File: config.mk
export PLATFORM = sky130hd
export DESIGN_NAME = sr_ff_bank
export DESIGN_NICKNAME = d
export VERILOG_FILES = /design/src/rtl/sr_ff_bank.sv
export SDC_FILE = /design/constraint.sdc
export NUM_CORES = 1
export LEC_CHECK = 0
export ABC_AREA = 1
export BUFFER_PORTS_ARGS = -buffer_cell sky130_fd_sc_hd__buf_2
export CAP_MARGIN = 20
export CORE_MARGIN = 2
export CORE_UTILIZATION = 47
export DETAILED_ROUTE_END_ITERATION = 16
export PLACE_DENSITY = 0.84
export SLEW_MARGIN = 20
export SYNTH_ARGS = -nofsm -noshare
export SYNTH_HDL_FRONTEND = slang
export SYNTH_SLANG_ARGS = --single-unit
File: constraint.sdc
create_clock -name clk -period 3 [get_ports clk]
set_input_delay 0.15 -clock clk [delete_from_list [all_inputs] [get_ports clk]]
set_output_delay 0.15 -clock clk [all_outputs]
set_load 0.01 [all_outputs]
File: src/rtl/sr_ff_bank.sv
// sr_ff_bank: clocked bank of CH independent set/reset cells.
// S=R=1 is resolved by the static MODE parameter and each such event is
// captured in a sticky per-channel flag and a saturating cycle counter.
module sr_ff_bank #(
   parameter int             CH      = 8,
   parameter int             MODE    = 0,
   parameter int             CNT_W   = 4,
   parameter logic [CH-1:0]  RST_VAL = '0
) (
   input  logic             clk,
   input  logic             rst_n,
   input  logic             en,
   input  logic [CH-1:0]    s,
   input  logic [CH-1:0]    r,
   input  logic             load,
   input  logic [CH-1:0]    load_val,
   input  logic             clr_err,
   output logic [CH-1:0]    q,
   output logic [CH-1:0]    qb,
   output logic [CH-1:0]    err,
   output logic             any_err,
   output logic [CNT_W-1:0] err_cnt
);

   // Out-of-range MODE values fall back to hold.
   localparam int MODE_EFF = (MODE >= 0 && MODE <= 3) ? MODE : 2;
   localparam logic [CNT_W-1:0] CNT_MAX = '1;

   logic [CH-1:0]    q_q,   q_d;
   logic [CH-1:0]    err_q, err_d;
   logic [CNT_W-1:0] cnt_q, cnt_d;
   logic [CH-1:0]    conf;

   // Conflict resolution for one channel given its current state.
   function automatic logic resolve(input logic cur);
      case (MODE_EFF)
         0:       return 1'b0;
         1:       return 1'b1;
         3:       return ~cur;
         default: return cur;
      endcase
   endfunction

   // Next-state: load beats enable-hold beats s/r; clr_err applies first so a
   // same-cycle conflict still lands in err/err_cnt.
   always_comb begin
      conf  = s & r;
      q_d   = q_q;
      err_d = err_q;
      cnt_d = cnt_q;
      if (clr_err) begin
         err_d = '0;
         cnt_d = '0;
      end
      if (load) begin
         q_d = load_val;
      end else if (en) begin
         for (int i = 0; i < CH; i++) begin
            case ({s[i], r[i]})
               2'b01:   q_d[i] = 1'b0;
               2'b10:   q_d[i] = 1'b1;
               2'b11:   q_d[i] = resolve(q_q[i]);
               default: q_d[i] = q_q[i];
            endcase
         end
         err_d = err_d | conf;
         if ((|conf) && (cnt_d != CNT_MAX)) begin
            cnt_d = cnt_d + 1'b1;
         end
      end
   end

   // State registers with asynchronous active-low reset.
   always_ff @(posedge clk or negedge rst_n) begin
      if (!rst_n) begin
         q_q   <= RST_VAL;
         err_q <= '0;
         cnt_q <= '0;
      end else begin
         q_q   <= q_d;
         err_q <= err_d;
         cnt_q <= cnt_d;
      end
   end

   assign q       = q_q;
   assign qb      = ~q_q;
   assign err     = err_q;
   assign any_err = |err_q;
   assign err_cnt = cnt_q;

endmodule

== Word-level counts from Yosys, hierarchy flattened ==
Cells that the tools add are included.

* Bitwise gates (word level): 3
* Reduce and logical (&&, ||, !) cells: 28
* $add $sub $neg: 1
* Mux-type cells: 17
* Equality and inequality tests: 25

{| class="wikitable"
|+ Operators with widths
! cell !! number
|-
| $mux W8 || 5
|-
| $eq A2 B2 Y1 const B || 16
|-
| $reduce_bool A3 Y1 || 8
|-
| $eq A2 B1 Y1 const B || 8
|-
| $mux W4 || 4
|-
| $pmux W1 S2 || 8
|-
| $reduce_and A2 Y1 || 8
|-
| $reduce_or A2 Y1 || 8
|-
| $reduce_or A8 Y1 || 2
|-
| $and A8 B8 Y8 || 1
|-
| $not A8 Y8 || 1
|-
| $or A8 B8 Y8 || 1
|-
| $add A4 B1 Y4 const B || 1
|-
| $ne A4 B4 Y1 const B || 1
|-
| $reduce_bool A2 Y1 || 1
|-
| $logic_and A1 B1 Y1 || 1
|}

* Register bits: 20
* Output and inout port bits: 29
* Logic and storage cells: 84

== Longest topological paths before layout ==
Gate-level depths: netlist (run 1).

* Depth in word-level cells: 6
* Gate-level depth with buffers: 10

== Worst setup path after synthesis (run 1) ==
OpenSTA, ideal clock, no wires.

* Path type: reg2reg
* Start: reg cnt_q[0] (netlist: err_cnt[0])
* End: reg cnt_q[1] (netlist: err_cnt[1])
* Path slack: 1750 ps
* Cell stages (with the launch flop): 8
* Setup time: 126 ps
* Path buffers: 0
* Data arrival time: 1124 ps
* Period minus slack after synthesis: 1250 ps
* Cells stage by stage: dfrtp_1 nand2_1 inv_1 ha_1 nand3_1 nand3_1 nand2_1 o21ai_0

* Cells in the longest elaborated chain, start to end: 6
* Elaborated cells on any way between the ends: 7
* Those cells by class: 1 x add/sub; 1 x eq/ne; 4 x mux; 1 x reduce/logical

{| class="wikitable"
|+ RTL lines
! item !! RTL line !! source
|-
| from (decl) || 31 || <nowiki>logic [CNT_W-1:0] cnt_q, cnt_d;</nowiki>
|-
| from (signal assigned) || 82 || <nowiki>cnt_q <= cnt_d;</nowiki>
|-
| $mux W4 (*) || 51 || <nowiki>if (clr_err) begin</nowiki>
|-
| branches (longest 2 deep; another with $add A4 B1 Y4) || n/a ||
|-
| $mux W4 (*) || 67 || <nowiki>if ((|conf) && (cnt_d != CNT_MAX)) begin</nowiki>
|-
| $mux W4 (*) || 57 || <nowiki>end else if (en) begin</nowiki>
|-
| $mux W4 (*) || 55 || <nowiki>if (load) begin</nowiki>
|-
| via cnt_d[1] || 31 ||
|}

Mark *: on every way through the listed nets, which the timed path passes.
A chain may end at the register's enable or synchronous reset.

== Worst setup path after layout (run 1) ==
* Start: reg err_q[2] (netlist: err[2])
* End: out any_err

* Cells in the longest elaborated chain, start to end: 1

{| class="wikitable"
|+ RTL lines
! item !! RTL line !! source
|-
| from (decl) || 30 || <nowiki>logic [CH-1:0] err_q, err_d;</nowiki>
|-
| from (signal assigned) || 81 || <nowiki>err_q <= err_d;</nowiki>
|-
| $reduce_or A8 Y1 || 89 || <nowiki>assign any_err = |err_q;</nowiki>
|-
| to (decl) || 21 || <nowiki>output logic any_err,</nowiki>
|}

No other way between the ends.

==> results of run 1 <==
==> layout by cell type (no fill, tap or decap), types with 4 or more instances in the layout <==
cell type and count:
nand2_1 43, buf_2 57, nand3_1 4, nor2_1 9, or2_2 4, a21oi_1 7, o21ai_0 16, dfrtp_1 20
inv_1 19
==> worst reg2reg max path, cell delays in order, from the launching register on <==
cell and delay (ns):
dfrtp_1 0.36, inv_1 0.04, nor2_1 0.17, ha_1 0.21
nand3_1 0.20, nand3_1 0.14, nand2_1 0.06, nand2_1 0.06
inv_1 0.04
==> synth_stat cells <==
cell	number
nand2_1	43
dfrtp_1	20
inv_1	19
o21ai_0	16
nor2_1	9
a21oi_1	7
nand3_1	4
or2_2	4
nand4_1	3
a221oi_1	2
a31oi_1	2
inv_2	2
nor2_4	2
nor4_1	2
buf_4	1
clkinv_1	1
ha_1	1
nor2_2	1
==> flip-flops by register name (all words and copies together), names as in the netlist <==
register	flops
q	8
err	8
err_cnt	4
==> through the flow <==
step,power [mW],cell area (um^2),setup slack (ns)
finish,0.600,1410,1.61
global route,0.633,1410,1.47
CTS,0.604,1410,1.60
detailed placement,0.449,1360,1.51
global placement,0.443,1360,1.61
floorplan,0.376,1050,1.75
==> power by group <==
group / switching, mW / internal (mW)
Sequential: 0.0130 / 0.289
Combinational: 0.0819 / 0.0590
Clock: 0.0826 / 0.0740
==> final cells by class <==
cell class                      instances  area, um^2
Inverter                               22        82.6
Multi-Input combinational cell         96         458
Tap cell                               28        35.0
Sequential cell                        20         500
Timing Repair Buffer                   58         295
Fill cell                             193         762
Clock buffer                            4        36.3
==> per-layer routing <==
metal	up-vias	routed length (um)	share of wire, %
met3	6	179	6.8
met1	540	1070	41
met2	49	1340	51
li1	570	-	-
met4	0	43	1.6
met5	-	0	0
==> how the worst min path moves through the flow <==
| stage | cells past startpoint | end | slack [ns] |
|---|---|---|---|
| 5_1_grt | 2 | q[3] | 0.05 |
| 4_1_cts | 2 | q[3] | 0.04 |
| 3_5_place_dp | 1 | q[5] | 0.12 |
| 2_1_floorplan | 0 | err[0] | -0.15 |
| 3_3_place_gp | 1 | q[0] | 0.12 |
| 6_report | 2 | q[0] | 0.04 |
==> logic make-up after synthesis <==
logic type               Yosys count  share of synthesized area (%)
AO/OA/AOI/OAI                     27                           13.8
AND/OR/NAND/NOR                   68                           28.6
flip-flops                        20                           47.7
buffers and inverters             23                           8.59
adder cells (fa/ha/maj)            1                           1.19
==> timing repair <==
item	CTS	global route
hold buffers	1	0
resized for setup	0	0
endpoints found under the hold margin	20	0
==> run_results.csv, run 1 <==
group,metric,value,unit
power,leakagePower,0.801,nW
clock_tree,root_buffer,"clkbuf_4",
routing,vias,1165,
worst_setup_path,crit_slowest_cell,"dfrtp_1",
finish,fin_nets,231,
finish,finalCoreUtilization,64.9,%
worst_setup_path,cp_max_fo,3,
timing,hold_viol,0,
finish,syn2layout_area_growth,34.2,%
worst_setup_path,cp.depth,3,
grt,globalRouteTotalUtil,22.8,%
timing,max_freq,720,MHz
hold_path,hp-class,"in2reg",
worst_setup_path,crit_path_start,"err[2]",
job,maxCapViolCount,0,
synth,yosysSeqAreaShare,47.7,%
routing,routed_wl,2630,um
synth,synthCells,139,
timing,min_period,1.39,ns
synth,ys_top_cells_by_area,"dfrtp_1 (48%), nand2_1 (15%), o21ai_0 (7.6%)",
worst_setup_path,path_cells,"nor4_1, nand2_1, buf_2",
synth,syn_area_per_cell,7.54,um^2
placement,place_hpwl,2130,um
clock_tree,cts_buffer_depth,2,
die,die_area,2620,um^2
grt,grt-busiest-layer,"met2",
worst_setup_path,critPathArrivalTime,1.24,ns
synth,yosys_warnings,0,
clock_tree,cts_num_sinks,20,
grt,grt_max_degree,21,
clock_tree,postCtsSetupBuffers,0,
die,core-area,2170,um^2
placement,numPortBuffers,57,
synth,netlist_area,1050,um^2
synth,netlist.area_leader.share,47.7,%
die,die_y,51.2,um
outcome,outcome,"finished clean",
finish,layout-drive-gt1-share,35.0,%
die,ioPinCount,58,
routing,firstDrtPassIters,6,
grt,met2_usage,41.8,%
grt,use_met1,28.2,%
worst_setup_path,rr_worst_depth,8,
timing,worst_pin_slew,0.443,ns
synth,yosysUniqueCellTypes,18,
worst_setup_path,reg2reg_slack,1.64,ns
timing,rsz0062_at_grt,"false",
worst_setup_path,endpoint,"any_err",
routing,wl_per_cell,11.5,um
routing,drt_first_iter_violations,31,
worst_setup_path,r2r-end,"err_cnt[3]",
timing,setup_viol,0,
worst_setup_path,cp_num_buf_inv,1,
clock_tree,clk_latency,0.30,ns
worst_setup_path,crit_type,"reg2out",
grt,antenna_found_initial,0,
die,die_w,51.2,um
synth,ys_seq_elements,20,
worst_setup_path,crit_family,"flip-flops",
power,power.density,426,nW/um^2
timing,fin_skew,0.00143,ns
finish,n_antenna_cell,0,
finish,layout.cells.non_filler,228,
grt,grt_pass1_vias,1108,
grt,grt_pass1_wl,4570,um
timing,slew_headroom,70.4,%
worst_setup_path,critPathLaunchType,"flip-flop",
clock_tree,cts_tree,"yes",
placement,place_inst,223,
power,peakVddDrop,0.235,mV
routing,drtAntennaViolNets,0,
grt,use_met3,2.63,%
placement,place.gp.congestion,0.803,
worst_setup_path,crit_required,2.85,ns
timing,final.setup.tns,0,ns
hold_path,holdCritStartpoint,"r[0]",
synth,synth.largest_area_cell,"dfrtp_1",
worst_setup_path,crit_path_end_kind,"output port",
die,start_util,48.3,%
clock_tree,numCtsBuffers,3,
clock_tree,htree_levels,1,
timing,period_share,46.3,%
routing,viasPerCell,5.11,
die,std_cell_rows,17,
clock_tree,path_clk_slew,0.11,ns
grt,gr-total-overflow,0,
timing,slew_viol_final,0,
routing,remaining_drc_errors,0,
worst_setup_path,timing.rr.start,"err_cnt[1]",
timing,hold_ws,0.0395,ns
synth,synth_nets,169,
worst_setup_path,slowest_delay,0.42,ns
(Power assumes the default switching activity.)
==> run 2, diff against run 1 <==
--- a/config.mk
+++ b/config.mk
@@ -9,9 +9,9 @@
 export BUFFER_PORTS_ARGS = -buffer_cell sky130_fd_sc_hd__buf_2
 export CAP_MARGIN = 20
 export CORE_MARGIN = 2
-export CORE_UTILIZATION = 47
+export CORE_UTILIZATION = 39
 export DETAILED_ROUTE_END_ITERATION = 16
-export PLACE_DENSITY = 0.84
+export PLACE_DENSITY = 0.75
 export SLEW_MARGIN = 20
 export SYNTH_ARGS = -nofsm -noshare
 export SYNTH_HDL_FRONTEND = slang
==> constraint.sdc (replaced) <==
create_clock -name clk -period 1.16 [get_ports clk]
set_input_delay 0.058 -clock clk [delete_from_list [all_inputs] [get_ports clk]]
set_output_delay 0.058 -clock clk [all_outputs]
set_load 0.01 [all_outputs]
==> run_results.csv, run 2 (same netlist as run 1, synthesis figures left out) <==
group,metric,value,unit
worst_setup_path,crit_slowest_cell,"dfrtp_1",
timing,rsz0062_at_grt,"true",
clock_tree,htree_levels,1,
die,ioPinCount,58,
timing,fin_skew,0.00124,ns
power,finalPower,1.60,mW
grt,grt_pass1_wl,4710,um
grt,antenna_found_initial,0,
grt,grt_max_degree,21,
worst_setup_path,reg2reg_slack,-0.04,ns
worst_setup_path,cp_max_fo,3,
hold_path,worstHoldPathCells,3,
routing,drt_first_iter_violations,14,
power,peakVddDrop,0.700,mV
routing,viasPerCell,4.79,
timing,period_share,106,%
worst_setup_path,slowest_delay,0.41,ns
worst_setup_path,r2r-end,"err_cnt[2]",
die,std_cell_rows,18,
clock_tree,path_clk_slew,0.11,ns
clock_tree,clk_latency,0.29,ns
worst_setup_path,critPathArrivalTime,1.17,ns
die,start_util,41.6,%
worst_setup_path,cp.depth,3,
placement,place.gp.congestion,0.770,
timing,final.setup.tns,-0.126,ns
grt,gr-total-overflow,0,
die,die_area,3120,um^2
clock_tree,root_buffer,"clkbuf_4",
worst_setup_path,crit_type,"reg2out",
die,die_w,55.9,um
finish,finalCoreUtilization,63.1,%
grt,grt_pass1_vias,1163,
power,leakagePower,0.873,nW
finish,layout_common_cells,"buf_2 (57), nand2_1 (41), dfrtp_1 (20), inv_1 (16), o21ai_0 (15)",
routing,drtAntennaViolNets,0,
timing,slew_headroom,70.8,%
finish,final_area,1590,um^2
worst_setup_path,crit_required,1.10,ns
timing,worst_pin_slew,0.438,ns
routing,firstDrtPassIters,4,
worst_setup_path,cp_num_buf_inv,1,
outcome,violations,"setup timing",
hold_path,worstHoldEndpoint,"q[0]",
routing,vias,1169,
grt,globalRouteTotalUtil,18.8,%
hold_path,holdCritStartpoint,"s[0]",
clock_tree,cts_num_sinks,20,
job,maxCapViolCount,0,
placement,place_hpwl,2220,um
worst_setup_path,timing.rr.start,"err_cnt[1]",
placement,numPortBuffers,57,
finish,final_common_cell,"buf_2",
timing,max_freq,811,MHz
worst_setup_path,rr_worst_depth,8,
routing,routed_wl,2870,um
finish,fin_nets,245,
outcome,outcome,"finished with violations",
clock_tree,numCtsBuffers,3,
clock_tree,cts_tree,"yes",
timing,hold_ws,0.0154,ns
finish,layout-drive-gt1-share,44.9,%
timing,slew_viol_final,0,
hold_path,hp-class,"in2reg",
finish,n_antenna_cell,0,
timing,min_period,1.23,ns
finish,syn2layout_area_growth,51.8,%
worst_setup_path,crit_family,"flip-flops",
worst_setup_path,critPathLaunchType,"flip-flop",
worst_setup_path,crit_path_end_kind,"output port",
timing,setup_viol,3,
timing,fin_ws,-0.0725,ns
power,power.density,1010,nW/um^2
routing,wl_per_cell,11.8,um
worst_setup_path,path_cells,"nor4_1, nand2_1, buf_2",
die,die_y,55.9,um
die,core-area,2520,um^2
placement,dpl-instance-area,1420,um^2
routing,remaining_drc_errors,0,
timing,hold_viol,0,
clock_tree,cts_buffer_depth,2,
[run 2: cell types whose count changed in the layout (fill, tap and decap cells not counted), sizes merged]
| cell | previous run | this run |
|---|---|---|
| buf | 57 | 69 |
| dlygate4sd3 | 1 | 3 |
[run 2: worst max-delay path by stage]
stage / from / to / slack (ns)
5_1_grt: err[6] / any_err / -0.17
6_report: err[1] / any_err / -0.07
4_1_cts: err[7] / any_err / -0.1
3_5_place_dp: err_cnt[1] / err_cnt[2] / -0.08
3_3_place_gp: err_cnt[1] / err_cnt[2] / 0.01
2_1_floorplan: err_cnt[1] / err_cnt[2] / -0.03
[run 2: cell type report]
| type | instances | area (um^2) |
|---|---|---|
| Clock buffer | 4 | 36.3 |
| Fill cell | 235 | 931 |
| Inverter | 22 | 82.6 |
| Multi-Input combinational cell | 96 | 529 |
| Sequential cell | 20 | 500 |
| Tap cell | 30 | 37.5 |
| Timing Repair Buffer | 72 | 405 |
[run 2: timing repair]
action	4_1_cts	5_1_grt
pin swaps	9	6
hold buffers	3	0
buffers inserted	3	3
gates resized for setup	10	6
endpoints found under the setup margin	5	5
hold endpoints to repair	22	0
[run 2: worst register-to-register path: stages (launching register included)]
cell,delay (ns)
dfrtp_1,0.38
inv_2,0.05
nor2_4,0.11
ha_4,0.16
inv_2,0.04
nor2_4,0.10
nand4_1,0.13
nand2_1,0.10
inv_1,0.04
[run 2: power breakdown]
group / internal (mW) / total, mW / switching [mW]
logic: 0.188 / 0.418 / 0.230
registers: 0.749 / 0.783 / 0.0342
clock network: 0.191 / 0.401 / 0.209
[run 2: stage by stage]
stage,instances,setup WS (ns)
2_1_floorplan,139,-0.0260
3_3_place_gp,231,0.0130
3_5_place_dp,231,-0.0786
4_1_cts,241,-0.0997
5_1_grt,244,-0.168
6_report,244,-0.0725
[run 2: per-layer routing]
layer	vias up	track usage, %	routed length [um]
met5	-	0	0
met4	0	7.48	35
met3	4	3.49	159
met2	38	32.5	1370
met1	530	23.0	1300
li1	597	-	-
